**config.mk**
```make
export PLATFORM = sky130hd
export DESIGN_NAME = pipelined_adder
export DESIGN_NICKNAME = d
export VERILOG_FILES = /design/src/rtl/pipelined_adder.sv
export SDC_FILE = /design/constraint.sdc
export NUM_CORES = 1
export LEC_CHECK = 0
export ABC_AREA = 0
export BUFFER_PORTS_ARGS = -buffer_cell sky130_fd_sc_hd__buf_2
export CORE_MARGIN = 4
export CORE_UTILIZATION = 25
export DETAILED_ROUTE_END_ITERATION = 16
export GPL_TIMING_DRIVEN = 1
export MAX_ROUTING_LAYER = met4
export PLACE_DENSITY = 0.44
export SETUP_SLACK_MARGIN = 0.05
export SYNTH_ARGS = -nofsm -noshare
export SYNTH_HDL_FRONTEND = slang
export SYNTH_SLANG_ARGS = --single-unit
export TNS_END_PERCENT = 100
```
**constraint.sdc**
```tcl
create_clock -name clk -period 6.37 [get_ports clk]
set_input_delay 0.637 -clock clk [delete_from_list [all_inputs] [get_ports clk]]
set_output_delay 0.637 -clock clk [all_outputs]
set_load 0.01 [all_outputs]
```
**src/rtl/pipelined_adder.sv**
```systemverilog
// pipelined_adder: add/subtract with the carry chain cut into STAGES registered chunks and a global stall
`ifndef WORD
`define WORD 42
`endif
module pipelined_adder #(
  parameter int WIDTH  = `WORD,
  parameter int STAGES = 2
) (
  input  logic             clk,
  input  logic             rst_n,
  input  logic             in_valid,
  output logic             in_ready,
  input  logic [WIDTH-1:0] a,
  input  logic [WIDTH-1:0] b,
  input  logic             sub,
  output logic             out_valid,
  input  logic             out_ready,
  output logic [WIDTH-1:0] sum,
  output logic             carry_out,
  output logic             overflow,
  output logic             zero
);
  localparam int CW = WIDTH / STAGES;
  logic en;
  if (STAGES < 1 || STAGES > WIDTH || WIDTH % STAGES != 0) begin : g_bad
    $error("pipelined_adder: STAGES must be in 1..WIDTH and divide WIDTH");
  end
  assign en = !out_valid || out_ready;
  assign in_ready = en;
  for (genvar k = 0; k < STAGES; k++) begin : st
    localparam int IW = WIDTH - k * CW;
    logic [IW-1:0]    ia, ib;
    logic [WIDTH-1:0] si, s, ns;
    logic             ci, iv, c, v;
    logic [CW:0]      part;
    if (k == 0) begin : g_src
      assign ia = a;
      assign ib = b ^ {WIDTH{sub}};
      assign si = '0;
      assign ci = sub;
      assign iv = in_valid;
    end else begin : g_src
      assign ia = st[k-1].g_up.ua;
      assign ib = st[k-1].g_up.ub;
      assign si = st[k-1].s;
      assign ci = st[k-1].c;
      assign iv = st[k-1].v;
    end
    // add this stage's chunk with the incoming carry and merge it into the partial sum
    always_comb begin
      part = {1'b0, ia[CW-1:0]} + {1'b0, ib[CW-1:0]} + {{CW{1'b0}}, ci};
      ns = si;
      ns[k*CW +: CW] = part[CW-1:0];
    end
    // stage register: valid, chunk carry and completed low sum bits
    always_ff @(posedge clk or negedge rst_n) begin
      if (!rst_n) begin
        v <= 1'b0;
        c <= 1'b0;
        s <= '0;
      end else if (en) begin
        v <= iv;
        c <= part[CW];
        s <= ns;
      end
    end
    if (IW > CW) begin : g_up
      logic [IW-CW-1:0] ua, ub;
      // unprocessed upper operand chunks travel with the op
      always_ff @(posedge clk or negedge rst_n) begin
        if (!rst_n) begin
          ua <= '0;
          ub <= '0;
        end else if (en) begin
          ua <= ia[IW-1:CW];
          ub <= ib[IW-1:CW];
        end
      end
    end else begin : g_out
      assign out_valid = v;
      assign sum       = s;
      assign carry_out = c;
      // flags need the operand MSBs, which are only still present in the final stage
      always_ff @(posedge clk or negedge rst_n) begin
        if (!rst_n) begin
          overflow <= 1'b0;
          zero     <= 1'b0;
        end else if (en) begin
          overflow <= (ia[IW-1] == ib[IW-1]) && (ns[WIDTH-1] != ia[IW-1]);
          zero     <= ns == '0;
        end
      end
    end
  end
endmodule

```
==> metrics list, run 1 <==
- The synthesized netlist contains 57 unique library cells.
- Worst endpoint required time: 6.60 ns
- Number of flops mapped to enable cells by yosys: 0
* Drc violations: 0
- Pin placement for this block handled about 140 I/O pins.
* Crit path capture type: register
- Syn Nets: 892
- Counting the fill cells in the layout gives between 2000 and 3000.
- Tightest Pin Transition: between 0.9 and 1 ns
* Site Rows: 59
* Proportion of synthesized chip area in sequential cells: 42.0%
- In the final routing, the length of wire on met1 measures a little under 9000 um.
- Pin count of the biggest net entering global routing: 89
* Post-route worst hold slack: 0.302 ns
- Dividing the detail-routed via count by the number of cells gives 4.48.
- The detail route stage leaves a number of antenna-violating nets equal to 0.
- For flop-to-flop paths, the worst setup slack is 3.17 ns.
- Post-CTS Setup Inserts: 0
* Buffer type at the clock tree root: sky130_fd_sc_hd__clkbuf_16
- Startpoint of the worst register-to-register path: st[0].c
* Overall die width: approximately 170 um
- Core region area: 0.0261 mm^2
- Max-cap violations in this run came to 0.
- Die area: 0.0291 mm^2
- NumNets Final: between 1000 and 1500
- Across all setup checks in the final design, the least slack found is between 3 and 4 ns.
- RSZ-0062 raised after global routing: no
- Via count: 5465
- Total power per unit cell area: 337 mW/mm^2
- The via count of the first global-routing pass came to between 5000 and 6000.
- Launching element type of the critical path: input pin
- Total Routing Usage GR: 12.6%
- Yosys warning total: 0
- Setup TNS after final layout: 0 ns
- In this run the number of H-tree levels came out at 3.
* Commonest cells in the netlist: sky130_fd_sc_hd__nand2_1, sky130_fd_sc_hd__dfrtp_1, sky130_fd_sc_hd__o21ai_0
* Wire length of the first global-routing pass: 28500 um
- The analysis attributes to cell leakage a power of 0.00385 uW.
- Overall Power: ~2700 uW
* Total met2 wirelength after detailed routing: about 8000 um
* Final design instance area without fill: 0.00794 mm^2
- Latest clock arrival within the worst-skew pair: roughly 0.36 ns
- FF-to-FF path depth: 12
- Top fanout value on the critical path: 22
* Synth async-reset ratio: between 90% and 100%
- Post-layout minimum cycle time: roughly 3.3 ns
* Achievable clock frequency: 304 MHz
* Main synth FF type: sky130_fd_sc_hd__dfrtp_1
* Proportion of netlist area held by the largest area contributor: 42.0%
* Final wirelength: between 15000 and 20000 um
- Type of the setup path with the least slack: in2reg
- Cells with a size suffix above 1 make up around a fifth of the layout.
- Number of failing hold endpoints at the final stage: 0
* Class of the tightest hold or removal check: in2async
- Cells after synthesis: 760
- Worst slew margin: 37.1%
* Post-route clock period utilization: 51.7%
- Gp weighted congestion: 0.800
* Number of buffers added to fix hold violations after cts: 0
- Clock-pin slew was measured on the worst setup and hold paths at 0.08 ns.
- In the final routed layout, each cell accounts on average for 14.6 um.
- Counting every sink on the clock net gives between 100 and 150.
- Total CTS buffers: 9
- Leading post-synthesis cells by cell area: sky130_fd_sc_hd__dfrtp_1, sky130_fd_sc_hd__nand2_1, sky130_fd_sc_hd__ha_1
- TritonCTS built the clock tree.
* Final setup violation count: 0
- Library cell occupying the most area in the post-synthesis netlist: sky130_fd_sc_hd__dfrtp_1
* Floorplan die height: 171 um
* Aggregate global routing overflow: 0
* Maximum vdd ir drop: around 0.00011 V
- Once the floorplan was initialized, standard cells occupied 25.4% of the core.
- Port-buffer cells: 135
- The number of pins exceeding their max-slew limit in the final report came to 0.
* Post-Syn Area per Cell: 8.70 um^2
- Most common cell in the netlist: sky130_fd_sc_hd__nand2_1
* Post-CTS sizing: 0
- Detailed router's first-iteration violation count: 238
- Highest metal layer with signal wires: met4
- The pre-antenna-repair detailed-routing pass consisted of 4 iterations.
- The number of antenna violations at the first check in global routing was 1.
- In the detailed route, the total length drawn on met3 is 650 um.
- The run finished with clean final reports.
- Post-place instance area: ~0.0076 mm^2
- Max Clock Skew: about 0.013 ns
* Endpoint of the worst register-to-register path: zero
- Maximum count of clock buffers along a single path: 2
- The synthesized design contains 111 register bits.
* Arrival time worst endpoint: between 3 and 4 ns
- Layout overhead on the synthesized area: 20.2%
- Once detailed placement completed, the half-perimeter wirelength came to around 13000 um.
- Combined area of all synthesized cells: 0.00661 mm^2
* Worst Setup Slack post-DPL: 2.69 ns
[cells by family (layout without fill, tap and decap cells)]
group | after synthesis | after routing | share of synthesized area, %
simple gates | 315 | 315 | 20.4
compound gates | 169 | 169 | 16.0
flops | 111 | 111 | 42.0
xor+xnor | 72 | 72 | 9.83
buf+inv | 46 | 170 | 2.63
fa+ha+maj | 43 | 43 | 8.48
mux | 4 | 4 | 0.644
other cells | 0 | 1 | 0
[critical path, cell delays in order]
cell and delay, ns:
sky130_fd_sc_hd__buf_2 0.48, sky130_fd_sc_hd__xor2_1 0.22, sky130_fd_sc_hd__fa_1 0.46, sky130_fd_sc_hd__a21o_1 0.19
sky130_fd_sc_hd__a21oi_1 0.27, sky130_fd_sc_hd__o21ai_1 0.15, sky130_fd_sc_hd__nor3b_1 0.20, sky130_fd_sc_hd__o2111ai_1 0.34
sky130_fd_sc_hd__nand3_1 0.12, sky130_fd_sc_hd__a31oi_1 0.21, sky130_fd_sc_hd__xor2_1 0.16, sky130_fd_sc_hd__o21ai_1 0.07
[layout make-up]
class / instances / area (um^2) / share of cell area, %
diodes: 1 / 2.50 / 0.0315
well taps: 335 / 419 / 5.28
multi-input cells: 603 / 3660 / 46.1
clock buffers: 10 / 239 / 3.01
repair buffers: 140 / 716 / 9.01
flip-flops and latches: 111 / 2780 / 35.0
inverters: 14 / 52.6 / 0.662
clock inverters: 6 / 70.1 / 0.882
[worst max path at each step]
stage             endpoint  cells after the start  slack (ns)  start
5_1_grt        st[0].s[18]                     12        2.87    sub
3_3_place_gp   st[0].s[20]                     12        2.76    sub
3_5_place_dp   st[0].s[20]                     12        2.69    sub
6_report       st[0].s[20]                     12        3.08    sub
2_1_floorplan  st[0].s[20]                     13        3.02    sub
4_1_cts        st[0].s[20]                     12        3.07    sub
[per-stage QoR]
| stage | std cells | util (%) |
|---|---|---|
| after floorplan | 760 | - |
| after global placement | 1203 | 29.3 |
| after detailed placement | 1203 | 29.3 |
| after CTS | 1219 | 30.5 |
| after global routing | 1220 | 30.5 |
| final | 1220 | 30.5 |
[layer usage]
layer  track usage (%)  up-vias
li1                  -     2815
met1              17.8     2557
met2              18.9       82
met3              1.87       11
met4              3.65        0
met5                 -        -
[power breakdown]
group          internal [uW]  switching (uW)  total (uW)
Combinational            436             596        1030
Sequential               903             135        1040
Clock                    318             285         603
Total                   1660            1020        2670
[layout by cell type (no fill, tap or decap), drive strengths merged, types with 18 or more instances in the layout]
master and instances:
buf 140, xnor2 35, a21o 18, ha 40, dfrtp 111, xor2 37, a21oi 45, nand2 214
o21ai 64, nor2 37
[registers in the layout, summed over array words and instances (netlist names)]
name	flops
carry_out	1
out_valid	1
overflow	1
st.c	1
st.g_up.ua	21
st.g_up.ub	21
st.s	21
st.v	1
sum	42
zero	1
Power figures use the tool's default switching activity.
==> run 2: changes to the inputs <==
==> constraint.sdc (replaced) <==
create_clock -name clk -period 3.43 [get_ports clk]
set_input_delay 0.343 -clock clk [delete_from_list [all_inputs] [get_ports clk]]
set_output_delay 0.343 -clock clk [all_outputs]
set_load 0.01 [all_outputs]
==> metrics list, run 2 (same netlist as run 1, synthesis figures left out) <==
- Outcome: completed (unchanged).
- The number of I/O pins was 136 (unchanged).
* Met2 global-route usage: 19.4% (was 18.9%)
- Via count: 5433 (was 5465)
- The floorplan die area came to 0.0291 mm^2 (unchanged).
* Wire length of the first global-routing pass: 29300 um (was 28500 um)
- The clock tree from TritonCTS is done (unchanged).
- The via count of the first global-routing pass came to 5596 (was 5420).
- Layout overhead on the synthesized area: 21.3% (was 20.2%)
- Final max-slew violation count: 0 (unchanged)
- The worst path required time was 3.72 ns (was 6.60 ns).
* Gp weighted congestion: 0.801 (was 0.800)
- Buffer type at the clock tree root: sky130_fd_sc_hd__clkbuf_16 (unchanged)
- Overall Power: 5110 uW (was 2670 uW)
- The overall overflow remaining after global route came to 0 (unchanged).
- The most common cell after layout, fill and taps aside is sky130_fd_sc_hd__nand2_1 (unchanged).
- The number of cell instances on the worst register-to-register path came to 12 (unchanged).
- The violation count after the first detailed-routing iteration is 163 (was 238).
* Class of the tightest hold or removal check: in2async (unchanged)
* CTS sink count: 111 (unchanged)
- The worst-skew pair later-pin latency came to 0.35 ns (was 0.36 ns).
- Number of buffers added to fix hold violations after cts: 0 (unchanged)
* Post-route non-filler standard cell count: 1222 (was 1220)
- Total Routing Usage GR: 12.9% (was 12.6%)
- The total setup buffers inserted after CTS was 0 (unchanged).
* Maximum vdd ir drop: 0.000226 V (was 0.000114 V)
- The clock period could shrink to between 3 and 4 ns.
* Total CTS buffers: 9 (unchanged)
- NumNets Final: 1013 (was 1011)
* Total power per unit cell area: 637 mW/mm^2 (was 337 mW/mm^2)
* Site Rows: 59 (unchanged)
* Overall die width: 171 um (unchanged)
- Achievable clock frequency: 325 MHz
- Arrival time worst endpoint: 3.37 ns (was 3.52 ns)
* Most heavily used metal layer in global routing: met2 (unchanged)
- Post-route clock period utilization: 89.6%
* Largest register FFs: 42 (unchanged)
- Tightest Pin Transition: 0.704 ns (was 0.943 ns)
* Maximum count of clock buffers along a single path: 2 (unchanged)
* Placed cell count: 1205 (was 1203)
- The met1 layer usage reported by global route is 17.7% (was 17.8%).
- Leak Pwr: 0.00389 uW (was 0.00385 uW)
- H-tree levels: 3 (unchanged)
- Core region area: 0.0261 mm^2 (unchanged)
- The maximum number of pins on one net before global-route repair came to 112 (was 89).
- Most frequent cells in the layout: sky130_fd_sc_hd__nand2_1, sky130_fd_sc_hd__buf_2, sky130_fd_sc_hd__dfrtp_1 (unchanged).
- The number of port buffers came to 135 (unchanged).
* Setup TNS after final layout: 0 ns (unchanged)
- Number of failing hold endpoints at the final stage: 0 (unchanged)
- Core occupancy in the finished layout: 30.8% (was 30.5%)
- Max_cap viols: 0 (unchanged)
- The number of detailed-routing iterations run before antenna repair is 4 (unchanged).
- The worst slew slack as a fraction of its limit is 53.1% (was 37.1%).
- The category of the worst setup path capture point is a register (unchanged).
* Antenna viol nets, final: 0 (unchanged)
- The worst hold slack across all endpoints came to 0.0632 ns (was 0.302 ns).
- The maximum fanout count along the critical path was 4 (was 22).
- Fraction of layout cells with a size suffix above 1: 19.8% (was 19.6%)
- Floorplan die height: 171 um (unchanged)
- The global routing met3 resource utilization was 2.24% (was 1.87%).
* Routed wire per std cell: 14.5 um (was 14.6 um)
* Post-CTS sizing: 0 (unchanged)
* Drc violations: 0 (unchanged)
- RSZ-0062 raised after global routing: no (unchanged)
- Final setup violation count: 0 (unchanged)
- The worst-case clock skew came to 0.0102 ns (was 0.0129 ns).
- Initial antenna violation count: 0 (was 1)
* Dpl hpwl: 13200 um (about the same)
* Starting Density: 25.4% (unchanged)
- The routed wire length is 17800 um (about the same).
* Number of vias per cell: 4.45 (was 4.48)
- The register clock-pin slew on the reported worst setup and hold paths came to 0.08 ns (about the same).
* Launching element type of the critical path: register (was input pin)
- The critical setup path kind is reg2reg (was in2reg).
run 2: cell count changes in the layout (fill, tap and decap cells not counted), sizes merged:
cell | previous run | this run
clkinvlp | 3 | 1
buf | 140 | 142
bufinv | 1 | 3
run 2: metal layers:
layer,up-vias,routed length (um)
met5,-,0
met4,0,236
met2,83,7870
li1,2814,-
met1,2525,8980
met3,11,671
run 2: final timing paths:
path / from / endpoint / slack, ns
max: st[0].c / zero / 0.36
max reg2reg: st[0].c / zero / 0.36
min: rst_n / st[0].g_up.ub[15] / 0.06
max in group asynchronous: rst_n / st[0].s[11] / 2.88
min in group clk: a[37] / st[0].g_up.ua[16] / 0.18
min reg2reg: st[0].v / out_valid / 0.45
run 2: worst max-delay path: stages, from the launching register on:
cell,delay [ns]
sky130_fd_sc_hd__dfrtp_1,0.35
sky130_fd_sc_hd__inv_1,0.07
sky130_fd_sc_hd__fa_1,0.49
sky130_fd_sc_hd__fa_1,0.42
sky130_fd_sc_hd__nor2b_1,0.15
sky130_fd_sc_hd__o31a_2,0.17
sky130_fd_sc_hd__o22ai_2,0.10
sky130_fd_sc_hd__o31a_4,0.32
sky130_fd_sc_hd__a21o_4,0.23
sky130_fd_sc_hd__mux2i_1,0.13
sky130_fd_sc_hd__nor4_1,0.37
sky130_fd_sc_hd__nand4_1,0.13
sky130_fd_sc_hd__nand2_1,0.08
run 2: power by group:
| part | switching (uW) | internal, uW |
|---|---|---|
| Sequential | 245 | 1680 |
| Clock | 515 | 733 |
| Combinational | 1120 | 819 |
run 2: per-stage QoR:
stage          area (um^2)  setup WS (ns)
2_1_floorplan         6610          0.374
3_3_place_gp          7670          0.366
3_5_place_dp          7670          0.364
4_1_cts               8020          0.348
5_1_grt               8020          0.128
6_report              8020          0.356
run 2: layout make-up:
type / instances / area (um^2)
Antenna cell: 1 / 2.50
Clock buffer: 10 / 239
Clock inverter: 6 / 108
Fill cell: 2822 / 18000
Inverter: 14 / 52.6
Multi-Input combinational cell: 603 / 3660
Sequential cell: 111 / 2780
Tap cell: 335 / 419
Timing Repair Buffer: 142 / 756
==> run 3: changes to the inputs <==
--- a/config.mk
+++ b/config.mk
@@ -9,9 +9,9 @@
 export BUFFER_PORTS_ARGS = -buffer_cell sky130_fd_sc_hd__buf_2
 export CORE_MARGIN = 4
 export CORE_UTILIZATION = 25
+export CTS_CLUSTER_DIAMETER = 60
 export DETAILED_ROUTE_END_ITERATION = 16
 export GPL_TIMING_DRIVEN = 1
-export MAX_ROUTING_LAYER = met4
 export PLACE_DENSITY = 0.44
 export SETUP_SLACK_MARGIN = 0.05
 export SYNTH_ARGS = -nofsm -noshare
==> constraint.sdc (replaced) <==
create_clock -name clk -period 3.35 [get_ports clk]
set_input_delay 0.335 -clock clk [delete_from_list [all_inputs] [get_ports clk]]
set_output_delay 0.335 -clock clk [all_outputs]
set_load 0.01 [all_outputs]
==> metrics list, run 3 (same netlist as run 1, synthesis figures left out) <==
- Outcome: completed (unchanged).
- Type of the setup path with the least slack: reg2reg (unchanged)
- Total Routing Usage GR: 12.5% (was 12.9%)
* Leak Pwr: 0.00387 uW (was 0.00389 uW)
- Critical path cell sequence: inv_1 -> fa_1 -> fa_1 -> nor2b_1 -> o31a_2 -> o22ai_2 -> o31a_4 -> a21o_4 -> a311oi_1 -> and3_1 -> nand4_1 -> nand2_1 (was inv_1 -> fa_1 -> fa_1 -> nor2b_1 -> o31a_2 -> o22ai_2 -> o31a_4 -> a21o_4 -> mux2i_1 -> nor4_1 -> nand4_1 -> nand2_1)
- Starting Density: 25.4% (unchanged)
- The final cell count without fillers was 1221 (was 1222).
* Gp weighted congestion: 0.801 (about the same)
- RSZ-0062 raised after global routing: no (unchanged).
- Layout overhead on the synthesized area: 20.6% (was 21.3%)
* Dpl hpwl: 13500 um (was 13200 um)
* Worst endpoint required time: 3.65 ns (was 3.72 ns)
- Wire length of the first global-routing pass: 29200 um (was 29300 um)
* Endpoint of the worst register-to-register path: zero (unchanged)
- The final critical-path share of the clock period was 90.7% (was 89.6%).
* Final max-slew violation count: 0 (unchanged)
- The placement row count came to 59 (unchanged).
* Worst path slowest cell: sky130_fd_sc_hd__fa_1 (unchanged)
- The sequential fraction of design power is 39.1% (was 37.6%).
- Most common cell after layout, fill and taps aside: sky130_fd_sc_hd__nand2_1 (unchanged)
- Number of failing hold endpoints at the final stage: 0 (unchanged)
- Number of stages on the worst setup path: 12 (unchanged)
- Number of buffers added to fix hold violations after cts: 0 (unchanged)
- Post-place instance area: 0.00768 mm^2 (was 0.00767 mm^2)
* Largest register FFs: 42 (unchanged)
- The number of port buffers came to 135 (unchanged).
* Buffer type at the clock tree root: sky130_fd_sc_hd__clkbuf_16 (unchanged)
- The number of antenna violations at the first check in global routing was 0 (unchanged).
- The reg-to-reg startpoint is st[0].c (unchanged).
- Final wirelength: 17800 um (about the same)
* Pin count of the biggest net entering global routing: 90 (was 112)
* Most frequent cells in the layout: sky130_fd_sc_hd__nand2_1, sky130_fd_sc_hd__buf_2, sky130_fd_sc_hd__dfrtp_1 (unchanged)
* Post-layout minimum cycle time: 3.04 ns (was 3.07 ns)
* Worst Setup Slack post-DPL: 0.289 ns (was 0.364 ns)
- The clock tree from TritonCTS is done (unchanged).
* Worst slew margin: 47.8% (was 53.1%)
* Top cell by count, worst path: sky130_fd_sc_hd__fa_1 (unchanged)
* Crit-path max cell delay: 0.49 ns (about the same)
- The worst-skew pair later-pin latency is 0.36 ns (was 0.35 ns).
- Class of the tightest hold or removal check: in2async (unchanged)
- H-tree levels: 3 (unchanged)
- Top-level I/O count: 136 (unchanged)
- The net count of the finished layout is 1013 (unchanged).
- FF-to-FF path depth: 12 (unchanged)
- The number of diodes added for antenna fixing came to 0 (was 1).
* Share of power burned in the clock network: 21.5% (was 24.4%)
- The post-CTS resize count was 0 (unchanged).
- The overall overflow remaining after global route came to 0 (unchanged).
* Overall die width: 171 um (unchanged)
- The number of max-capacitance violations reported was 0 (unchanged).
- The worst-case clock skew was 0.0100 ns (was 0.0102 ns).
* Floorplan die height: 171 um (unchanged)
- The total setup buffers inserted after CTS came to 0 (unchanged).
* Via count: 5400 (was 5433)
- The filler cell count in the final layout is 2839 (was 2822).
- Total CTS buffers: 9 (unchanged)
* Proportion of power drawn by combinational gates: 39.4% (was 37.9%)
- The areal power density over the cells is 632 mW/mm^2 (was 637 mW/mm^2).
- The startpoint of the worst setup timing path is st[0].c (unchanged).
- The number of nets with antenna violations after detailed routing was 0 (unchanged).
- CTS sink count: 111 (unchanged)
* Top fanout value on the critical path: 4 (unchanged)
* Drc violations: 0 (unchanged)
* Fraction of layout cells with a size suffix above 1: 19.8% (unchanged)
* Die area: 0.0291 mm^2 (unchanged)
- The slew at the pin with the worst max-slew slack was 0.783 ns (was 0.704 ns).
* Final design instance area without fill: 0.00797 mm^2 (was 0.00802 mm^2)
* Setup TNS after final layout: 0 ns (unchanged)
* Initial DRT Pass Iterations: 5 (was 4)
- The proportion of total power due to net switching is 38.9% (was 36.8%).
* CTS clk-pin slew, worst paths: 0.08 ns (about the same)
- Routed wire per std cell: 14.6 um (was 14.5 um)
- Maximum count of clock buffers along a single path: 2 (unchanged)
- Core region area: 0.0261 mm^2 (unchanged)
- Detailed router's first-iteration violation count: 253 (was 163)
- Net switching power of the design: 1960 uW (was 1880 uW)
- Worst reg2reg setup slack: 0.31 ns (was 0.36 ns)
- The maximum frequency from static timing analysis is 329 MHz (was 325 MHz).
- Number of global-route vias before repair: 5564 (was 5596)
- Arrival time worst endpoint: 3.34 ns (was 3.37 ns)
- The instance count after placement with tap cells included is 1205 (unchanged).
- Minimum setup slack in the final design: 0.311 ns (was 0.356 ns)
- WP buf/inv: 1 (unchanged)
* Number of vias per cell: 4.42 (was 4.45)
* Crit path capture type: register (unchanged)
- The gate family responsible for the most delay along the worst path was compound AO/OA/AOI/OAI gates (was adder cells).
- Internal Dissipation: 3080 uW (was 3230 uW)
* Launching element type of the critical path: register (unchanged)
- Maximum vdd ir drop: 0.000229 V (was 0.000226 V)
- The total of endpoints with negative setup slack in the final report is 0 (unchanged).
- Capturing instance or port of the critical path: zero (unchanged)
## run 3: worst register-to-register path, cell delays in order (launching register included)
cell and delay, ns:
sky130_fd_sc_hd__dfrtp_1 0.35, sky130_fd_sc_hd__inv_1 0.06, sky130_fd_sc_hd__fa_1 0.49, sky130_fd_sc_hd__fa_1 0.43
sky130_fd_sc_hd__nor2b_1 0.17, sky130_fd_sc_hd__o31a_2 0.18, sky130_fd_sc_hd__o22ai_2 0.09, sky130_fd_sc_hd__o31a_4 0.32
sky130_fd_sc_hd__a21o_4 0.23, sky130_fd_sc_hd__a311oi_1 0.30, sky130_fd_sc_hd__and3_1 0.20, sky130_fd_sc_hd__nand4_1 0.09
sky130_fd_sc_hd__nand2_1 0.08
## run 3: worst min-delay path by stage
stage | start | end | slack [ns] | depth (start not counted)
finish | rst_n | st[0].g_up.ub[15] | 0.03 | 1
global route | rst_n | sum[40] | 0.1 | 1
CTS | rst_n | st[0].g_up.ub[15] | 0.07 | 1
detailed placement | st[0].v | out_valid | 0.45 | 1
global placement | sum[38] | sum[38] | 0.45 | 2
floorplan | rst_n | carry_out | 0.04 | 0
## run 3: metal layers
layer  up-vias  share of wire, %  GRT usage (%)
met2        93                44           19.6
met5         -                 0              0
met3        14               5.2           2.50
met4         0               1.5           4.03
met1      2473                49           17.3
li1       2820                 -              -
## run 3: cell type report
| class | count | area [um^2] | share of cell area (%) |
|---|---|---|---|
| Clock buffer | 9 | 225 | 2.82 |
| Timing Repair Buffer | 142 | 768 | 9.64 |
| Tap cell | 335 | 419 | 5.26 |
| Multi-Input combinational cell | 603 | 3660 | 46.0 |
| Sequential cell | 111 | 2780 | 34.8 |
| Clock inverter | 7 | 65.1 | 0.816 |
| Inverter | 14 | 52.6 | 0.659 |
## run 3: per-stage QoR
| stage | hold slack, ns | total power, uW | utilization [%] |
|---|---|---|---|
| 6_report | 0.0284 | 5040 | 30.6 |
| 5_1_grt | 0.0998 | 5470 | 30.6 |
| 4_1_cts | 0.0697 | 5150 | 30.6 |
| 3_5_place_dp | 0.450 | 4030 | 29.5 |
| 3_3_place_gp | 0.449 | 4020 | 29.5 |
| 2_1_floorplan | 0.0394 | 3290 | - |
## run 3: power groups by stage
stage | logic [uW] | clock network [uW] | registers, uW
after floorplan | 1250 | 0 | 2040
after global placement | 2010 | 0 | 2010
after detailed placement | 2020 | 0 | 2010
after CTS | 2030 | 1140 | 1980
after global routing | 2260 | 1180 | 2030
final | 1980 | 1080 | 1970
